$ cat src/rtl/avr_rf_pkg.sv
// Shared register-file definitions for the AVR core, the debugger and the
// register-file arbiter.
//   RF_ADDR_W  : register index width (r0..r31)
//   RF_DATA_W  : register width
//   CPU_DATA_W : CPU write-data width, wide enough for a register pair
//   state_t    : arbiter FSM state encoding
package avr_rf_pkg;
  localparam int RF_ADDR_W  = 5;
  localparam int RF_DATA_W  = 8;
  localparam int CPU_DATA_W = 2 * RF_DATA_W;

  typedef enum logic [2:0] {
    IDLE   = 3'd0,
    CPU_LO = 3'd1,
    CPU_HI = 3'd2,
    DBG_WR = 3'd3,
    DBG_RD = 3'd4
  } state_t;
endpackage

$ cat src/rtl/regfile_arbiter_if.sv
// Bundle of the CPU request, debugger request and register-file port-1
// signals around the register-file arbiter.
//   slave  : arbiter side (takes requests and rf_rdata, drives grants/rf port)
//   master : environment side (CPU, debugger and register file)
//
// Handshake: a requester raises *_req with its fields and keeps them stable
// until it sees the one-cycle cpu_gnt / dbg_ack pulse marking completion.
// dbg_rdata is meaningful only while dbg_ack=1 for a read and is 0 otherwise.
interface regfile_arbiter_if;
  logic                               cpu_req;
  logic [avr_rf_pkg::RF_ADDR_W-1:0]   cpu_addr;
  logic [avr_rf_pkg::CPU_DATA_W-1:0]  cpu_wdata;
  logic                               cpu_word;
  logic                               cpu_gnt;
  logic                               dbg_req;
  logic                               dbg_we;
  logic [avr_rf_pkg::RF_ADDR_W-1:0]   dbg_addr;
  logic [avr_rf_pkg::RF_DATA_W-1:0]   dbg_wdata;
  logic                               dbg_ack;
  logic [avr_rf_pkg::RF_DATA_W-1:0]   dbg_rdata;
  logic                               rf_we;
  logic [avr_rf_pkg::RF_ADDR_W-1:0]   rf_addr;
  logic [avr_rf_pkg::RF_DATA_W-1:0]   rf_wdata;
  logic [avr_rf_pkg::RF_DATA_W-1:0]   rf_rdata;

  modport slave (
    input  cpu_req, cpu_addr, cpu_wdata, cpu_word,
    input  dbg_req, dbg_we, dbg_addr, dbg_wdata,
    input  rf_rdata,
    output cpu_gnt, dbg_ack, dbg_rdata,
    output rf_we, rf_addr, rf_wdata
  );

  modport master (
    output cpu_req, cpu_addr, cpu_wdata, cpu_word,
    output dbg_req, dbg_we, dbg_addr, dbg_wdata,
    output rf_rdata,
    input  cpu_gnt, dbg_ack, dbg_rdata,
    input  rf_we, rf_addr, rf_wdata
  );
endinterface

$ cat src/rtl/rr_arbiter2.sv
// Two-requester arbiter, bit 0 = CPU, bit 1 = debugger.
//   clk, rst_n : clock, asynchronous active-low reset
//   req[1:0]   : pending requests (already masked by the caller)
//   prio_mode  : 1 = debugger always wins a tie, 0 = round-robin
//   gnt[1:0]   : one-hot grant, combinational from req and last winner
// The last-winner register advances whenever a grant is given.
module rr_arbiter2 #(
  parameter bit RESET_LAST_DBG = 1'b1
) (
  input  logic       clk,
  input  logic       rst_n,
  input  logic [1:0] req,
  input  logic       prio_mode,
  output logic [1:0] gnt
);
  logic last_dbg_q;
  logic last_dbg_d;

  always_comb begin
    gnt        = 2'b00;
    last_dbg_d = last_dbg_q;
    case (req)
      2'b01:   gnt = 2'b01;
      2'b10:   gnt = 2'b10;
      // Tie: debugger wins if forced, or if the CPU won last time.
      2'b11:   gnt = (prio_mode || !last_dbg_q) ? 2'b10 : 2'b01;
      default: gnt = 2'b00;
    endcase
    if (gnt != 2'b00) last_dbg_d = gnt[1];
  end

  always_ff @(posedge clk or negedge rst_n) begin
    if (!rst_n) last_dbg_q <= RESET_LAST_DBG;
    else        last_dbg_q <= last_dbg_d;
  end
endmodule

$ cat src/rtl/regfile_arbiter.sv
// Shares register-file port 1 between CPU writes (byte or register-pair)
// and debugger reads/writes, one register access per cycle.
//   clk, rst_n : clock, asynchronous active-low reset
//   bus        : request/grant and register-file signals (slave side)
//   fsm_state  : current FSM state, for observation
// A request is taken at the edge ending IDLE or the last cycle of an access;
// the requester being completed in that cycle is masked so a held request is
// not issued twice. A pair write occupies CPU_LO then CPU_HI back to back,
// with no acceptance between them, which keeps it atomic.
module regfile_arbiter
  import avr_rf_pkg::*;
#(
  parameter bit DBG_PRIORITY   = 1'b0,
  parameter bit RESET_LAST_DBG = 1'b1
) (
  input  logic                clk,
  input  logic                rst_n,
  regfile_arbiter_if.slave    bus,
  output state_t              fsm_state
);
  state_t                  state_q, state_d;
  logic [RF_ADDR_W-1:0]    cpu_addr_q, cpu_addr_d;
  logic [CPU_DATA_W-1:0]   cpu_wdata_q, cpu_wdata_d;
  logic                    cpu_word_q, cpu_word_d;
  logic [RF_ADDR_W-1:0]    dbg_addr_q, dbg_addr_d;
  logic [RF_DATA_W-1:0]    dbg_wdata_q, dbg_wdata_d;
  logic                    rf_we_q, rf_we_d;
  logic [RF_ADDR_W-1:0]    rf_addr_q, rf_addr_d;
  logic [RF_DATA_W-1:0]    rf_wdata_q, rf_wdata_d;
  logic                    cpu_gnt_q, cpu_gnt_d;
  logic                    dbg_ack_q, dbg_ack_d;

  logic       cpu_final, dbg_final, accept;
  logic [1:0] arb_req, arb_gnt;

  assign cpu_final = (state_q == CPU_LO && !cpu_word_q) || (state_q == CPU_HI);
  assign dbg_final = (state_q == DBG_WR) || (state_q == DBG_RD);
  assign accept    = !(state_q == CPU_LO && cpu_word_q);
  assign arb_req   = {bus.dbg_req && !dbg_final, bus.cpu_req && !cpu_final}
                     & {2{accept}};

  rr_arbiter2 #(.RESET_LAST_DBG(RESET_LAST_DBG)) u_rr (
    .clk       (clk),
    .rst_n     (rst_n),
    .req       (arb_req),
    .prio_mode (DBG_PRIORITY),
    .gnt       (arb_gnt)
  );

  always_comb begin
    state_d     = state_q;
    cpu_addr_d  = cpu_addr_q;
    cpu_wdata_d = cpu_wdata_q;
    cpu_word_d  = cpu_word_q;
    dbg_addr_d  = dbg_addr_q;
    dbg_wdata_d = dbg_wdata_q;
    rf_we_d     = 1'b0;
    rf_addr_d   = '0;
    rf_wdata_d  = '0;
    cpu_gnt_d   = 1'b0;
    dbg_ack_d   = 1'b0;

    if (!accept) begin
      state_d = CPU_HI;
    end else if (arb_gnt[0]) begin
      state_d     = CPU_LO;
      cpu_addr_d  = bus.cpu_addr;
      cpu_wdata_d = bus.cpu_wdata;
      cpu_word_d  = bus.cpu_word;
    end else if (arb_gnt[1]) begin
      state_d     = bus.dbg_we ? DBG_WR : DBG_RD;
      dbg_addr_d  = bus.dbg_addr;
      dbg_wdata_d = bus.dbg_wdata;
    end else begin
      state_d = IDLE;
    end

    // Outputs are registered, so they are decoded from the next state.
    case (state_d)
      CPU_LO: begin
        rf_we_d    = 1'b1;
        rf_addr_d  = cpu_word_d ? {cpu_addr_d[RF_ADDR_W-1:1], 1'b0} : cpu_addr_d;
        rf_wdata_d = cpu_wdata_d[RF_DATA_W-1:0];
        cpu_gnt_d  = !cpu_word_d;
      end
      CPU_HI: begin
        rf_we_d    = 1'b1;
        rf_addr_d  = {cpu_addr_d[RF_ADDR_W-1:1], 1'b1};
        rf_wdata_d = cpu_wdata_d[CPU_DATA_W-1:RF_DATA_W];
        cpu_gnt_d  = 1'b1;
      end
      DBG_WR: begin
        rf_we_d    = 1'b1;
        rf_addr_d  = dbg_addr_d;
        rf_wdata_d = dbg_wdata_d;
        dbg_ack_d  = 1'b1;
      end
      DBG_RD: begin
        rf_addr_d  = dbg_addr_d;
        dbg_ack_d  = 1'b1;
      end
      default: ;
    endcase
  end

  always_ff @(posedge clk or negedge rst_n) begin
    if (!rst_n) begin
      state_q     <= IDLE;
      cpu_addr_q  <= '0;
      cpu_wdata_q <= '0;
      cpu_word_q  <= 1'b0;
      dbg_addr_q  <= '0;
      dbg_wdata_q <= '0;
      rf_we_q     <= 1'b0;
      rf_addr_q   <= '0;
      rf_wdata_q  <= '0;
      cpu_gnt_q   <= 1'b0;
      dbg_ack_q   <= 1'b0;
    end else begin
      state_q     <= state_d;
      cpu_addr_q  <= cpu_addr_d;
      cpu_wdata_q <= cpu_wdata_d;
      cpu_word_q  <= cpu_word_d;
      dbg_addr_q  <= dbg_addr_d;
      dbg_wdata_q <= dbg_wdata_d;
      rf_we_q     <= rf_we_d;
      rf_addr_q   <= rf_addr_d;
      rf_wdata_q  <= rf_wdata_d;
      cpu_gnt_q   <= cpu_gnt_d;
      dbg_ack_q   <= dbg_ack_d;
    end
  end

  assign bus.rf_we     = rf_we_q;
  assign bus.rf_addr   = rf_addr_q;
  assign bus.rf_wdata  = rf_wdata_q;
  assign bus.cpu_gnt   = cpu_gnt_q;
  assign bus.dbg_ack   = dbg_ack_q;
  // Read data passes straight through in the DBG_RD cycle.
  assign bus.dbg_rdata = (state_q == DBG_RD) ? bus.rf_rdata : '0;
  assign fsm_state     = state_q;
endmodule
$ cat src/flat_wrapper.sv
// flat-port wrapper written by rule: the top's interface ports become plain ports
module regfile_arbiter_flat import avr_rf_pkg::*;
#(
  parameter bit DBG_PRIORITY   = 1'b0,
  parameter bit RESET_LAST_DBG = 1'b1
)
  (clk, rst_n, fsm_state, bus_cpu_req, bus_cpu_addr, bus_cpu_wdata, bus_cpu_word, bus_dbg_req, bus_dbg_we, bus_dbg_addr, bus_dbg_wdata, bus_rf_rdata, bus_cpu_gnt, bus_dbg_ack, bus_dbg_rdata, bus_rf_we, bus_rf_addr, bus_rf_wdata);
  regfile_arbiter_if bus_i ();
  input  logic clk;
  input  logic rst_n;
  output state_t fsm_state;
  input wire logic [$bits(bus_i.cpu_req)-1:0] bus_cpu_req;
  input wire logic [$bits(bus_i.cpu_addr)-1:0] bus_cpu_addr;
  input wire logic [$bits(bus_i.cpu_wdata)-1:0] bus_cpu_wdata;
  input wire logic [$bits(bus_i.cpu_word)-1:0] bus_cpu_word;
  input wire logic [$bits(bus_i.dbg_req)-1:0] bus_dbg_req;
  input wire logic [$bits(bus_i.dbg_we)-1:0] bus_dbg_we;
  input wire logic [$bits(bus_i.dbg_addr)-1:0] bus_dbg_addr;
  input wire logic [$bits(bus_i.dbg_wdata)-1:0] bus_dbg_wdata;
  input wire logic [$bits(bus_i.rf_rdata)-1:0] bus_rf_rdata;
  output wire logic [$bits(bus_i.cpu_gnt)-1:0] bus_cpu_gnt;
  output wire logic [$bits(bus_i.dbg_ack)-1:0] bus_dbg_ack;
  output wire logic [$bits(bus_i.dbg_rdata)-1:0] bus_dbg_rdata;
  output wire logic [$bits(bus_i.rf_we)-1:0] bus_rf_we;
  output wire logic [$bits(bus_i.rf_addr)-1:0] bus_rf_addr;
  output wire logic [$bits(bus_i.rf_wdata)-1:0] bus_rf_wdata;
  assign bus_i.cpu_req = bus_cpu_req;
  assign bus_i.cpu_addr = bus_cpu_addr;
  assign bus_i.cpu_wdata = bus_cpu_wdata;
  assign bus_i.cpu_word = bus_cpu_word;
  assign bus_i.dbg_req = bus_dbg_req;
  assign bus_i.dbg_we = bus_dbg_we;
  assign bus_i.dbg_addr = bus_dbg_addr;
  assign bus_i.dbg_wdata = bus_dbg_wdata;
  assign bus_i.rf_rdata = bus_rf_rdata;
  assign bus_cpu_gnt = bus_i.cpu_gnt;
  assign bus_dbg_ack = bus_i.dbg_ack;
  assign bus_dbg_rdata = bus_i.dbg_rdata;
  assign bus_rf_we = bus_i.rf_we;
  assign bus_rf_addr = bus_i.rf_addr;
  assign bus_rf_wdata = bus_i.rf_wdata;
  regfile_arbiter #(.DBG_PRIORITY(DBG_PRIORITY), .RESET_LAST_DBG(RESET_LAST_DBG)) u_core (.clk(clk), .rst_n(rst_n), .bus(bus_i), .fsm_state(fsm_state));
endmodule
$ cat config.mk
export PLATFORM = sky130hd
export DESIGN_NAME = regfile_arbiter_flat
export DESIGN_NICKNAME = d
export VERILOG_FILES = /design/src/rtl/avr_rf_pkg.sv /design/src/rtl/regfile_arbiter_if.sv /design/src/rtl/rr_arbiter2.sv /design/src/rtl/regfile_arbiter.sv /design/src/flat_wrapper.sv
export SDC_FILE = /design/constraint.sdc
export NUM_CORES = 1
export LEC_CHECK = 0
export BUFFER_PORTS_ARGS = -buffer_cell sky130_fd_sc_hd__buf_2
export CAP_MARGIN = 20
export CORE_MARGIN = 2
export CORE_UTILIZATION = 35
export DETAILED_ROUTE_END_ITERATION = 10
export PLACE_DENSITY = 0.67
export SYNTH_ARGS = -nofsm -noshare
export SYNTH_HDL_FRONTEND = slang
export SYNTH_SLANG_ARGS = --single-unit
$ cat constraint.sdc
create_clock -name clk -period 1.8 [get_ports clk]
set_input_delay 0.27 -clock clk [delete_from_list [all_inputs] [get_ports clk]]
set_output_delay 0.27 -clock clk [all_outputs]
set_load 0.01 [all_outputs]
==> results of run 1 <==
==> power by group through the flow <==
stage	registers, mW	logic [mW]	clock network [mW]
final	1.28	1.92	0.524
after global routing	1.32	2.08	0.588
after CTS	1.27	1.73	0.540
after detailed placement	1.28	1.46	0
after global placement	1.25	1.40	0
after floorplan	1.34	0.912	0
==> cell families (layout without fill, tap and decap cells) <==
kind of cell | after synthesis | count (layout) | share of synthesized area [%]
xor+xnor | 1 | 1 | 0.5948
simple gates | 29 | 29 | 12.15
compound gates | 23 | 23 | 15.46
buf+inv | 10 | 101 | 5.013
mux | 14 | 14 | 10.62
flops | 33 | 33 | 56.16
==> area by class of cell <==
class                   count  area (µm²)  share of cell area [%]
flip-flops and latches     33       830.8                   36.46
multi-input cells          67       681.9                   29.93
repair buffers             89       600.6                   26.36
clock buffers               6       72.57                   3.185
well taps                  50       62.56                   2.746
inverters                   4       20.02                  0.8786
clock inverters             2       10.01                  0.4393
==> sequential cells by signal (all words and copies together) (netlist names) <==
name and count:
u_core.bus.cpu_gnt 1, u_core.bus.dbg_ack 1, u_core.bus.rf_addr 5, u_core.bus.rf_wdata 8, u_core.bus.rf_we 1, u_core.cpu_addr_q 4, u_core.cpu_wdata_q 8, u_core.cpu_word_q 1
u_core.fsm_state 3, u_core.u_rr.last_dbg_q 1
==> cell usage in the layout, fill, tap and decap left out, types with 2 or more instances in the layout <==
| cell | n |
|---|---|
| inv_4 | 2 |
| a221o_1 | 5 |
| o21ai_0 | 2 |
| clkinv_2 | 2 |
| buf_6 | 12 |
| and2_1 | 12 |
| dfrtp_2 | 3 |
| and2_4 | 8 |
| inv_1 | 2 |
| mux2_4 | 5 |
| a221o_2 | 8 |
| buf_16 | 2 |
| mux2_2 | 8 |
| dfrtp_1 | 29 |
| buf_4 | 8 |
| clkbuf_8 | 5 |
| buf_2 | 66 |
==> what timing repair did <==
action                                  CTS  global route
cloned                                    2             0
hold buffers                              0             0
setup buffers                             3             3
gates resized for setup                   9            33
endpoints found under the setup margin   21            24
pin swaps                                 1            10
==> per-layer routing <==
metal	share of wire, %	GRT usage, %	vias up
met5	0	0	-
met4	1.4	9.069	0
met3	8.5	6.656	4
met2	57	30.53	53
met1	33	17.33	601
li1	-	-	582
==> critical path, stage by stage (launching register included) <==
cell and delay, ns:
dfrtp_2 0.44, or3b_4 0.43, o311ai_4 0.11, o21a_4 0.25, buf_12 0.15, mux2_2 0.33
==> metrics by stage <==
stage | util, % | setup slack, ns
after CTS | 52.95 | -0.01130
after detailed placement | 48.26 | -0.2465
after global routing | 56.55 | -0.05832
after floorplan | - | 0.004830
after global placement | 48.26 | -0.1811
final | 56.55 | -0.02496
==> worst max-delay path by stage <==
stage                        start                endpoint  slack [ns]  depth (start not counted)
2_1_floorplan  u_core.fsm_state[0]  u_core.cpu_wdata_q[10]       0.005                          6
3_3_place_gp   u_core.fsm_state[1]  u_core.bus.rf_wdata[4]       -0.18                          4
3_5_place_dp   u_core.fsm_state[1]  u_core.bus.rf_wdata[3]       -0.25                          4
4_1_cts        u_core.fsm_state[1]        bus_dbg_rdata[5]       -0.01                          6
5_1_grt        u_core.fsm_state[0]        bus_dbg_rdata[0]       -0.06                          6
6_report       u_core.fsm_state[1]  u_core.cpu_wdata_q[11]       -0.02                          5
==> impl_metrics.csv, run 1 <==
group,metric,value,unit
run_status,outcome,"complete, but fails checks",
run_status,violations,"setup timing",
timing,fmax,0.5480,GHz
clock_tree,clock_latency,0.28,ns
setup_path,reg2reg_from,"u_core.fsm_state[1]",
route,avgRoutedWirePerCell,15.85,µm
route,routed_wl,3978,µm
clock_tree,htreeDepth,2,
power_and_ir_drop,total_power,3.726,mW
timing,fin_crit,1.825,ns
setup_path,critPathMaxFanout,7,
floorplan,die_y,68.87,µm
synthesis,synth_edf_count,0,
timing,fin_worst_skew,0.006327,ns
timing,final_hold_viol_count,0,
route,vias_per_cell,4.940,
job,drv_cap,0,
power_and_ir_drop,swShare,34.10,%
global_route,grt_pass1_wl,5651,µm
setup_path,r2r_setup_slack,-0.02,ns
clock_tree,cts_sinks,33,
global_route,grt_start_max_net_pins,34,
place,port_buffers,74,
synthesis,synth_async_sr_flop_share,100.0,%
synthesis,yosys-top-cells-area,"dfrtp_1, mux2_2, and2_1",
power_and_ir_drop,combPwrFrac,51.5,%
floorplan,row_count,23,
setup_path,critPathArrivalTime,1.99,ns
floorplan,coreArea,4029,µm²
setup_path,cp-start-kind,"register",
synthesis,netlist_top_cells_count,"dfrtp_1, and2_1, mux2_2, a221o_2, a221o_1",
timing,fin_crit_sh,101.4,%
timing,final_max_slew_viol_count,0,
power_and_ir_drop,powerDensity,1635,nW/µm²
layout,drive_above_1_share,70.65,%
place,place.gp.congestion,0.7685,
clock_tree,clockBufferDepth,2,
setup_path,endpoint_kind,"register",
clock_tree,cts_tree,"built",
synthesis,synth_seq_cells,33,
synthesis,syn_area,1473,µm²
setup_path,critPathKind,"register to register",
timing,maxSlewHeadroom,53.85,%
global_route,first_global_vias,1264,
clock_tree,root_buffer,"clkbuf_8",
route,firstDrtPassIters,4,
place,post_dp_cell_area,1944,µm²
power_and_ir_drop,seqPwrFrac,34.4,%
clock_tree,numCtsBuffers,5,
clock_tree,clkTransAtPathRegs,0.07,ns
synthesis,syn-num-nets,158,
route,drc,0,
setup_path,r2r_end,"u_core.cpu_wdata_q[11]",
place,place.detailed.hpwl,2740,µm
synthesis,synth_ff_type,"dfrtp_1",
floorplan,die-area,4742,µm²
setup_path,worstPathRequired,1.96,ns
layout,stdcell_area,2278,µm²
place,dp.cells,236,
synthesis,netlist_instances,110,
synthesis,avgSynthCellArea,13.39,µm²
route,routed-via-count,1240,
global_route,grt-ovfl-total,0,
global_route,antenna_found_initial,0,
synthesis,synth_top_area_share,54.38,%
route,detail-route-antenna-nets,0,
floorplan,die_w,68.87,µm
synthesis,ys_types,29,
timing,fin_ws,-0.02496,ns
power_and_ir_drop,pwr-share-clk,14.1,%
min_path,hold_path_class,"primary input to asynchronous set/reset pin",
floorplan,start_util,36.55,%
floorplan,ios,75,
layout,layout.nets,248,
timing,hold_ws,0.03258,ns
synthesis,yosysSeqAreaShare,56.16,%
route,drtIter0Drc,44,
layout,fill_cells,353,
layout,instances_no_fill,251,
setup_path,worst_r2r_path_depth,5,
synthesis,yosysTopAreaCell,"dfrtp_1",
layout,syn_to_final_growth,54.72,%
power_and_ir_drop,ir_drop,767.2,µV
timing,rsz0062_at_grt,"yes",
global_route,grt_usage,17.21,%
synthesis,yosysMostFrequentCell,"dfrtp_1",
power_and_ir_drop,p_leak,1.142,nW
power_and_ir_drop,switchingPower,1.271,mW
layout,diodes,0,
timing,setup_viol,4,
timing,fin_setup_tns,-0.05091,ns
timing,worstMarginPinSlew,0.6923,ns
synthesis,synth-warning-count,0,
power_and_ir_drop,internal-power,2.455,mW
Note: power is estimated with default switching activity, not from simulation.
==> run 2, diff against run 1 <==
--- a/config.mk
+++ b/config.mk
@@ -10,7 +10,7 @@
 export CORE_MARGIN = 2
 export CORE_UTILIZATION = 35
 export DETAILED_ROUTE_END_ITERATION = 10
-export PLACE_DENSITY = 0.67
+export PLACE_DENSITY = 0.72
 export SYNTH_ARGS = -nofsm -noshare
 export SYNTH_HDL_FRONTEND = slang
 export SYNTH_SLANG_ARGS = --single-unit
==> constraint.sdc (replaced) <==
create_clock -name clk -period 2.3 [get_ports clk]
set_input_delay 0.345 -clock clk [delete_from_list [all_inputs] [get_ports clk]]
set_output_delay 0.345 -clock clk [all_outputs]
set_load 0.01 [all_outputs]
==> run 2 against run 1 <==
Net effect:
- the flow now finishes without violations
- register-to-register slack gained 0.23 ns
- die area unchanged
- count of clock-buffer cells in the layout unchanged
- sequential power down 23%
- final cell count shrank 4.8%
- hold slack better by 0.075 ns
- non-clock buffer count shrank 12
- utilization fell by 7.9 points
- clock skew about the same
- combinational power is 47% lower
- first-iteration DRC count grew 6.8%
==> impl_metrics.csv, run 2 (synthesized netlist as in run 1, its figures left out) <==
group,metric,value,unit
layout,layout_commonest_cell,"buf_2",
timing,fmax,0.4783,GHz
clock_tree,post_cts.repair.setup_buffers,0,
floorplan,die_y,68.87,µm
clock_tree,clock_latency,0.29,ns
clock_tree,numCtsBuffers,5,
global_route,grt_pass1_wl,5078,µm
floorplan,die-area,4742,µm²
clock_tree,cts_sinks,33,
timing,final_hold_viol_count,0,
layout,stdcell_area,1961,µm²
clock_tree,clockBufferDepth,2,
layout,final_core_util,48.66,%
place,post_dp_cell_area,1878,µm²
layout,syn_to_final_growth,33.14,%
layout,layout.nets,236,
setup_path,cp-start-kind,"register",
global_route,antenna_found_initial,0,
global_route,grt_usage,15.44,%
setup_path,endpoint_kind,"register",
setup_path,r2r_end,"u_core.bus.rf_wdata[1]",
clock_tree,root_buffer,"clkbuf_8",
floorplan,ios,75,
floorplan,start_util,36.55,%
timing,fin_setup_tns,0,ns
clock_tree,htreeDepth,2,
timing,worstMarginPinSlew,1.032,ns
setup_path,worst_r2r_path_depth,4,
route,drtIter0Drc,47,
power_and_ir_drop,p_leak,1.013,nW
job,drv_cap,0,
layout,drive_above_1_share,58.73,%
setup_path,r2r_setup_slack,0.21,ns
setup_path,critPathArrivalTime,2.31,ns
floorplan,coreArea,4029,µm²
global_route,grt-ovfl-total,0,
place,place.detailed.hpwl,2560,µm
route,detail-route-antenna-nets,0,
place,place.gp.congestion,0.7218,
clock_tree,cts_resized,0,
setup_path,worstPathRequired,2.52,ns
power_and_ir_drop,powerDensity,1234,nW/µm²
min_path,hold_path_class,"primary input to asynchronous set/reset pin",
timing,fin_crit_sh,90.89,%
timing,maxSlewHeadroom,30.80,%
floorplan,row_count,23,
timing,final_max_slew_viol_count,0,
timing,fin_worst_skew,0.006474,ns
place,port_buffers,74,
timing,rsz0062_at_grt,"no",
route,routed-via-count,1141,
run_status,outcome,"complete, no violations",
timing,setup_viol,0,
clock_tree,clkTransAtPathRegs,0.07,ns
clock_tree,cts_tree,"built",
layout,mostFrequentLayoutCells,"buf_2, dfrtp_1, and2_1, mux2_2, a221o_2",
power_and_ir_drop,ir_drop,590.0,µV
layout,diodes,0,
timing,fin_crit,2.091,ns
setup_path,critPathKind,"register to register",
route,firstDrtPassIters,4,
route,routed_wl,3312,µm
setup_path,critPathMaxFanout,8,
floorplan,die_w,68.87,µm
route,drc,0,
clock_tree,cts_hold_buf,0,
route,avgRoutedWirePerCell,13.86,µm
setup_path,reg2reg_from,"u_core.fsm_state[2]",
power_and_ir_drop,total_power,2.420,mW
global_route,first_global_vias,1095,
route,vias_per_cell,4.774,
global_route,grt_start_max_net_pins,34,
## run 2: worst max path at each step
stage,from,to,slack [ns],depth (start not counted)
after floorplan,u_core.fsm_state[0],u_core.cpu_wdata_q[10],0.47,6
after global placement,u_core.fsm_state[2],u_core.bus.rf_wdata[2],0.22,4
after detailed placement,u_core.fsm_state[2],u_core.bus.rf_wdata[4],0.21,4
after CTS,u_core.fsm_state[1],u_core.bus.rf_wdata[1],0.18,4
after global routing,u_core.fsm_state[2],bus_dbg_rdata[6],0.09,4
final,u_core.fsm_state[2],u_core.bus.rf_wdata[1],0.21,4
## run 2: per-stage QoR
step / std cells / hold slack [ns] / setup WS, ns
detailed placement: 231 / 0.4435 / 0.2058
global placement: 231 / 0.4369 / 0.2188
global route: 239 / 0.1604 / 0.08809
floorplan: 110 / 0.04941 / 0.4666
CTS: 239 / 0.1319 / 0.1822
finish: 239 / 0.1074 / 0.2094
## run 2: power by group
part           switching (mW)  leakage [nW]  total [mW]  internal (mW)
sequential              0.132         0.405       0.986          0.855
combinational           0.478         0.563        1.01          0.536
clock                   0.211        0.0450       0.420          0.209
total                   0.820          1.01        2.42           1.60
## run 2: metal layers
metal	wire length [µm]	global-route usage (%)	vias to the layer above	share of wire [%]
met5	0	0	-	0
met4	40	5.147	0	1.2
li1	-	-	554	-
met1	1390	18.96	531	42
met2	1570	24.04	50	47
met3	310	7.143	6	9.4
## run 2: critical path, stage by stage, from the launching register on
cell and delay [ns]:
dfrtp_1 0.44, or3b_1 0.22, o311ai_2 0.17, a211oi_1 0.89
a221o_2 0.30
## run 2: cell type report
type,instances,area (µm²)
clock inverters,2,10.01
repair buffers,77,392.9
well taps,50,62.56
inverters,4,17.52
clock buffers,6,72.57
flip-flops and latches,33,827.0
fillers,381,2068
multi-input cells,67,578.1
